### src/rtl/mem_block_copier.sv
// Word-granular memory-to-memory copy engine with an Avalon-MM control slave.
// Streams one word per cycle from a 1-cycle-latency source memory into a destination memory.
module mem_block_copier #(
   parameter int DEPTH = 342,
   parameter int AW    = 9,
   parameter int DW    = 32
) (
   input  logic          clk,
   input  logic          reset,
   input  logic [1:0]    ctrl_address,
   input  logic          ctrl_chipselect,
   input  logic          ctrl_write,
   input  logic          ctrl_read,
   input  logic [31:0]   ctrl_writedata,
   output logic [31:0]   ctrl_readdata,
   output logic          irq,
   output logic [AW-1:0] src_address,
   output logic          src_chipselect,
   input  logic [DW-1:0] src_readdata,
   output logic [AW-1:0] dst_address,
   output logic          dst_chipselect,
   output logic          dst_write,
   output logic [DW-1:0] dst_writedata,
   output logic [3:0]    dst_byteenable,
   output logic          src_clken,
   output logic          dst_clken
);

   typedef enum logic [1:0] {IDLE, RUN, FIN} state_t;

   localparam logic [10:0] DEPTH_L = 11'(DEPTH);

   state_t        state;
   logic [AW-1:0] src_reg;
   logic [AW-1:0] dst_reg;
   logic [9:0]    len_reg;
   logic [9:0]    rd_cnt;
   logic [9:0]    wr_cnt;
   logic          busy;
   logic          done;
   logic          err;
   logic          valid;
   logic          reg_wr;
   logic          reg_rd;
   logic          go;
   logic          clear_done;
   logic [10:0]   src_end;
   logic [10:0]   dst_end;
   logic          unused_bits;

   assign reg_wr     = ctrl_chipselect & ctrl_write;
   assign reg_rd     = ctrl_chipselect & ctrl_read;
   assign go         = reg_wr && (ctrl_address == 2'd3) && ctrl_writedata[0];
   assign clear_done = reg_wr && (ctrl_address == 2'd3) && ctrl_writedata[1];
   assign src_end    = 11'(src_reg) + 11'(len_reg);
   assign dst_end    = 11'(dst_reg) + 11'(len_reg);
   assign unused_bits = ^ctrl_writedata;

   // Write side is driven straight off the delayed read-valid so returning data lands the same cycle.
   assign dst_chipselect = valid;
   assign dst_write      = valid;
   assign dst_address    = valid ? dst_reg + AW'(wr_cnt) : '0;
   assign dst_writedata  = valid ? src_readdata : '0;
   assign dst_byteenable = valid ? 4'hF : 4'h0;
   assign src_clken      = 1'b1;
   assign dst_clken      = 1'b1;
   assign irq            = done;

   always_ff @(posedge clk or posedge reset) begin
      if (reset) begin
         state          <= IDLE;
         src_reg        <= '0;
         dst_reg        <= '0;
         len_reg        <= '0;
         rd_cnt         <= '0;
         wr_cnt         <= '0;
         busy           <= 1'b0;
         done           <= 1'b0;
         err            <= 1'b0;
         valid          <= 1'b0;
         src_chipselect <= 1'b0;
         src_address    <= '0;
      end else begin
         valid <= src_chipselect;
         if (reg_wr && !busy) begin
            case (ctrl_address)
               2'd0:    src_reg <= ctrl_writedata[AW-1:0];
               2'd1:    dst_reg <= ctrl_writedata[AW-1:0];
               2'd2:    len_reg <= ctrl_writedata[9:0];
               default: ;
            endcase
         end
         // clear_done is applied before any go so a combined write restarts cleanly.
         if (clear_done) done <= 1'b0;
         case (state)
            RUN: begin
               if (rd_cnt < len_reg) begin
                  src_chipselect <= 1'b1;
                  src_address    <= src_reg + AW'(rd_cnt);
                  rd_cnt         <= rd_cnt + 10'd1;
               end else begin
                  src_chipselect <= 1'b0;
               end
               if (valid) begin
                  wr_cnt <= wr_cnt + 10'd1;
                  if (wr_cnt == len_reg - 10'd1) begin
                     state <= FIN;
                     busy  <= 1'b0;
                     done  <= 1'b1;
                  end
               end
            end
            default: begin
               state          <= IDLE;
               src_chipselect <= 1'b0;
               if (go) begin
                  if (len_reg == 10'd0) begin
                     done <= 1'b1;
                     err  <= 1'b0;
                  end else if (src_end > DEPTH_L || dst_end > DEPTH_L) begin
                     err  <= 1'b1;
                     done <= 1'b1;
                  end else begin
                     err    <= 1'b0;
                     done   <= 1'b0;
                     busy   <= 1'b1;
                     rd_cnt <= '0;
                     wr_cnt <= '0;
                     state  <= RUN;
                  end
               end
            end
         endcase
      end
   end

   always_ff @(posedge clk or posedge reset) begin
      if (reset) begin
         ctrl_readdata <= '0;
      end else if (reg_rd) begin
         case (ctrl_address)
            2'd0:    ctrl_readdata <= 32'(src_reg);
            2'd1:    ctrl_readdata <= 32'(dst_reg);
            2'd2:    ctrl_readdata <= 32'(len_reg);
            default: ctrl_readdata <= {29'd0, err, done, busy};
         endcase
      end
   end

endmodule

### config.mk
export PLATFORM = sky130hd
export DESIGN_NAME = mem_block_copier
export DESIGN_NICKNAME = d
export VERILOG_FILES = /design/src/rtl/mem_block_copier.sv
export SDC_FILE = /design/constraint.sdc
export NUM_CORES = 1
export LEC_CHECK = 0
export CAP_MARGIN = 20
export CELL_PAD_IN_SITES_DETAIL_PLACEMENT = 1
export CELL_PAD_IN_SITES_GLOBAL_PLACEMENT = 1
export CORE_ASPECT_RATIO = 2
export CORE_UTILIZATION = 36
export CTS_CLUSTER_DIAMETER = 200
export DETAILED_ROUTE_END_ITERATION = 16
export GPL_TIMING_DRIVEN = 0
export PLACE_DENSITY_LB_ADDON = 0.1
export SYNTH_ARGS = -nofsm -noshare
export SYNTH_HDL_FRONTEND = slang
export SYNTH_SLANG_ARGS = --single-unit
### constraint.sdc
create_clock -name clk -period 3.85 [get_ports clk]
set_input_delay 0.5775 -clock clk [delete_from_list [all_inputs] [get_ports clk]]
set_output_delay 0.5775 -clock clk [all_outputs]
set_load 0.02 [all_outputs]
; Word-level counts from Yosys, hierarchy flattened
; Cells that the tools add are included.
[totals]
romBits = 0
ram_bits = 0
memories = 0
latchBits = 0
out_inout_bits = 92
inputBits = 71
register_bits = 96
[op_classes]
bitwise_logic = 3
n_div = 0
n_eq_ne = 10
multipliers = 0
reduce_logical = 18
shifts = 0
n_mux = 33
order_cmp = 3
add_sub_neg = 7
[op_table]
columns = op, n
row1 = 2-to-1 mux 10 bit, 7
row2 = 2-to-1 mux 32 bit, 1
row3 = one-hot mux 10 bit (3 select lines), 1
row4 = adder 9 x 10 -> 11 bit, 2
row5 = greater-than comparator 11 x 9 -> 1 bit (second input constant), 2
row6 = adder 10 x 1 -> 10 bit (second input constant), 2
row7 = 2-to-1 mux 1 bit, 19
row8 = adder 9 bit, 2
row9 = AND reduction 2 bit, 6
row10 = == test 10 bit, 1
row11 = logical NOT 10 bit, 1
row12 = < comparator 10 bit, 1
row13 = subtractor 10 x 1 -> 10 bit (second input constant), 1
row14 = 2-to-1 mux 9 bit, 1
row15 = AND reduction 4 bit, 2
row16 = 2-to-1 mux 2 bit, 3
row17 = != test 2 bit (second input constant), 3
row18 = AND reduction 5 bit, 1
row19 = == test 2 x 1 -> 1 bit (second input constant), 2
row20 = == test 2 bit (second input constant), 2
row21 = logical AND 1 bit, 4
row22 = 2-to-1 mux 4 bit, 1
row23 = != test 2 x 1 -> 1 bit (second input constant), 2
row24 = bitwise AND 1 bit, 2
row25 = 5 further kinds, 5

; Longest topological paths before layout
[depth]
word_depth = 7
depth_mapped = 11
depth_no_buf = 10

; Least setup slack after synthesis
; Ideal clock, no wire load.
[synth_timing]
kind = register to output
from = register wr_cnt[0]
to = output dst_address[8]
stages_incl_launch_ff = 10
setup_slack_ps = 968
arrival_time_ps = 2305
t_required_ps = 3273
cell_sequence = dfrtp_1 -> ha_1 -> fa_1 -> a21oi_1 -> o21bai_1 -> a21o_1 -> a21oi_1 -> o21bai_1 -> a21oi_1 -> mux2i_1
[synth_between]
elab_chain_cells = 2
[synth_rtl]
columns = item, line_no
row1 = "start, declared", 38  ; logic [9:0] wr_cnt;
row2 = "start signal, assigned", 105  ; wr_cnt <= wr_cnt + 10'd1;
row3 = adder 9 bit, 62  ; assign dst_address = valid ? dst_reg + AW'(wr_cnt) : '0;
row4 = 2-to-1 mux 9 bit, 62
row5 = "end, declared", 20  ; output logic [AW-1:0] dst_address,
; Every way passes these cells.

; Worst setup path in the final report
[layout_timing]
from = register wr_cnt[0]
to = output dst_address[6]
; The elaborated chain is that of the path after synthesis.

==> results.ini <==
[status]
status=finished, final reports clean

[clock_tree]
cts_root_buffer=clkbuf_16
post_cts_buffers=0
clkTransAtPathRegs_ns=0.06
clock_sinks=74
numCtsBuffers=9
worstSkewPairLatency_ns=0.35
cts_max_level=3
cts_tree=yes
cts.path.max_buffers=2

[timing]
fin_ws_ns=0.246
fin_skew_ns=0.0112
maxSlewViolCount=0
finalHoldViolCount=0
fin_crit_ns=3.60
slew_headroom=0.582
fin_setup_tns_ns=0
final-setup-viol-count=0
rsz0062_at_grt=no
fmax_mhz=277
finalCritPeriodShare=0.936
tightest_slew_ns=0.626

[synthesis]
netlist_instances=656
syn_avg_cell_area_um2=8.92
async_reset_ff_frac=1.00
synth_edf_count=0
yosys_warnings=0
yosysUniqueCellTypes=64
yosysTopAreaCellShare=0.317
seq_area_frac_synth=0.317
synth_ff_type=dfrtp_1
synth_area_leaders=dfrtp_1 (32%), ha_1 (9.8%), and2_1 (4.3%), nand2_1 (4.1%), mux2_2 (4.0%)
synth_seq_cells=74
synthesis.area_um2=5850
synth_top_cell_by_area=dfrtp_1

[floorplanning]
start_util=0.369
pin_count=163
die_area_um2=16800
die_h_um=182
die_w_um=92.1
placement_rows=65
core_um2=15900

[worst_hold_path]
min_path_type=register to register

[setup_path]
required_ns=3.27
cp_max_fo=7
rrSetupSlack_ns=0.33
critPathMaxStageDelay_ns=0.60
critPathSlowestCell=clkdlybuf4s50_1
worstSetupEndpointType=output pin
path_class=register to output pin
startpoint_type=register
cp_cell_sequence=ha_1, fa_1, a21oi_1, o21bai_1, a21o_1, a21oi_1, xnor2_1, and2_1, clkdlybuf4s50_1
crit_top_cell=a21oi_1
cp.arrival_ns=3.03
path_buf_inv=1
cp_top_family=compound AO/OA/AOI/OAI gates

[global_routing]
grt_pass1_vias=6051
grt_usage=0.251
antenna_found_initial=0
grt_max_degree=44
grt_pass1_wl_um=32100
globalRouteOverflowTotal=0

[job]
drv_cap=0

[pwr]
pwr-share-seq=0.259
p_leak_nw=3.48
p_sw_frac=0.468
p_comb_frac=0.600
p_clk_frac=0.141
power.switching_mw=2.92
p_int_mw=3.32
powerDensity_nw_per_um2=813
fin_total_pwr_mw=6.25
irDropWorstVdd_v=0.000298

[placed_design]
dpl.hpwl_um=16400
io_buffers=116
pre_cts_slack_ns=0.320
globalplace.congestion=0.910

[detailed_routing]
drt_iter0_markers=196
antenna_left=0
routedWlPerCell_um=20.0
routed_wl_um=20200
vias_per_cell=5.44
post-route-drc-count=0
num_vias=5509
dr.pass1.iters=4

[final_layout]
final_nets=928
area_growth_pct=31.3
drive_gt1_frac=0.112
antenna_cells=0
fin_util=0.484

[cells by family after synthesis]
group,Yosys count,share of synthesized area
simple gates,212,0.188
buf+inv,87,0.0770
compound gates,167,0.190
fa+ha+maj,50,0.112
flops,74,0.317
xor+xnor,25,0.0374
other cells,2,0.00128
mux,39,0.0776
[power by group through the flow]
stage | Sequential [mW] | Clock [mW] | Combinational (mW)
floorplan | 1.46 | 0 | 2.56
global placement | 1.60 | 0 | 3.59
detailed placement | 1.63 | 0 | 3.74
CTS | 1.61 | 0.898 | 3.78
global route | 1.64 | 0.924 | 4.16
finish | 1.62 | 0.880 | 3.75
[placed cells by master (no fill, tap or decap), types with 4 or more instances in the layout]
cell and n:
a21o_1 18, conb_1 24, o21bai_1 6, clkbuf_16 9, nand4_1 10, and3_1 9
ha_1 46, a31oi_1 9, clkdlybuf4s50_1 115, xnor2_1 11, a21oi_1 36, nand3_1 20
and2_1 40, nor2b_1 13, xor2_1 14, dfrtp_1 74, o21ai_0 34, o21ai_2 9
o31ai_1 7, buf_1 4, buf_4 30, nor3_1 10, mux2_2 21, fa_1 4
mux2i_1 15, nor2_1 25, o22ai_1 9, nand2b_1 7, nand2_1 64, clkbuf_1 20
inv_1 32
[cell type report]
type / instances / area (µm²)
Timing Repair Buffer: 118 / 1190
Buffer: 54 / 327
Inverter: 33 / 126
Fill cell: 1907 / 8180
Multi-Input combinational cell: 517 / 3630
Clock buffer: 13 / 270
Tap cell: 201 / 251
Clock inverter: 2 / 35.0
Sequential cell: 74 / 1850
[Yosys cell counts (3+ instances only)]
cell	count
a211oi_1	3
a21o_1	18
a21oi_1	36
a31oi_1	9
a32oi_1	3
a41oi_1	3
and2_1	40
and3_1	9
buf_1	4
buf_4	29
clkbuf_1	19
dfrtp_1	74
fa_1	4
ha_1	46
inv_1	33
mux2_2	21
mux2i_1	15
mux4_2	3
nand2_1	64
nand2b_1	7
nand3_1	20
nand4_1	10
nor2_1	25
nor2b_1	13
nor3_1	10
o211ai_1	3
o21a_1	3
o21ai_0	34
o21ai_2	9
o21bai_1	6
o22ai_1	9
o31a_1	3
o31ai_1	7
xnor2_1	11
xor2_1	14
[metrics by stage]
step	instance area (µm²)	hold WS, ns	instances
6_report	7680	0.396	1012
3_3_place_gp	7350	0.372	995
3_5_place_dp	7380	0.385	997
5_1_grt	7680	0.404	1012
4_1_cts	7680	0.399	1012
2_1_floorplan	5930	0.494	678
[final timing paths]
check,from,to,cells after the start
max,wr_cnt[0]$_DFFE_PP0P_,dst_address[6],9
min,src_chipselect$_DFF_PP0_,dst_chipselect$_DFF_PP0_,0
max reg2reg,len_reg[0]$_DFFE_PP0P_,wr_cnt[5]$_DFFE_PP0P_,10
min reg2reg,src_chipselect$_DFF_PP0_,dst_chipselect$_DFF_PP0_,0
max in group asynchronous,reset,ctrl_readdata[4]$_DFFE_PP0P_,3
min in group asynchronous,reset,src_address[7]$_DFFE_PP0P_,2
[routing by layer]
metal	up-vias	wire length, µm	track usage
met1	2728	7070	0.246
met2	137	11300	0.481
met3	58	495	0.0279
li1	2586	-	-
met5	-	0	0
met4	0	1350	0.164
[repair_timing]
item | in CTS | in global routing
hold endpoints to repair | 0 | 0
resized for setup | 0 | 1
setup endpoints to repair | 0 | 1
hold buffers | 0 | 0
Note: power is estimated with default switching activity, not from simulation.
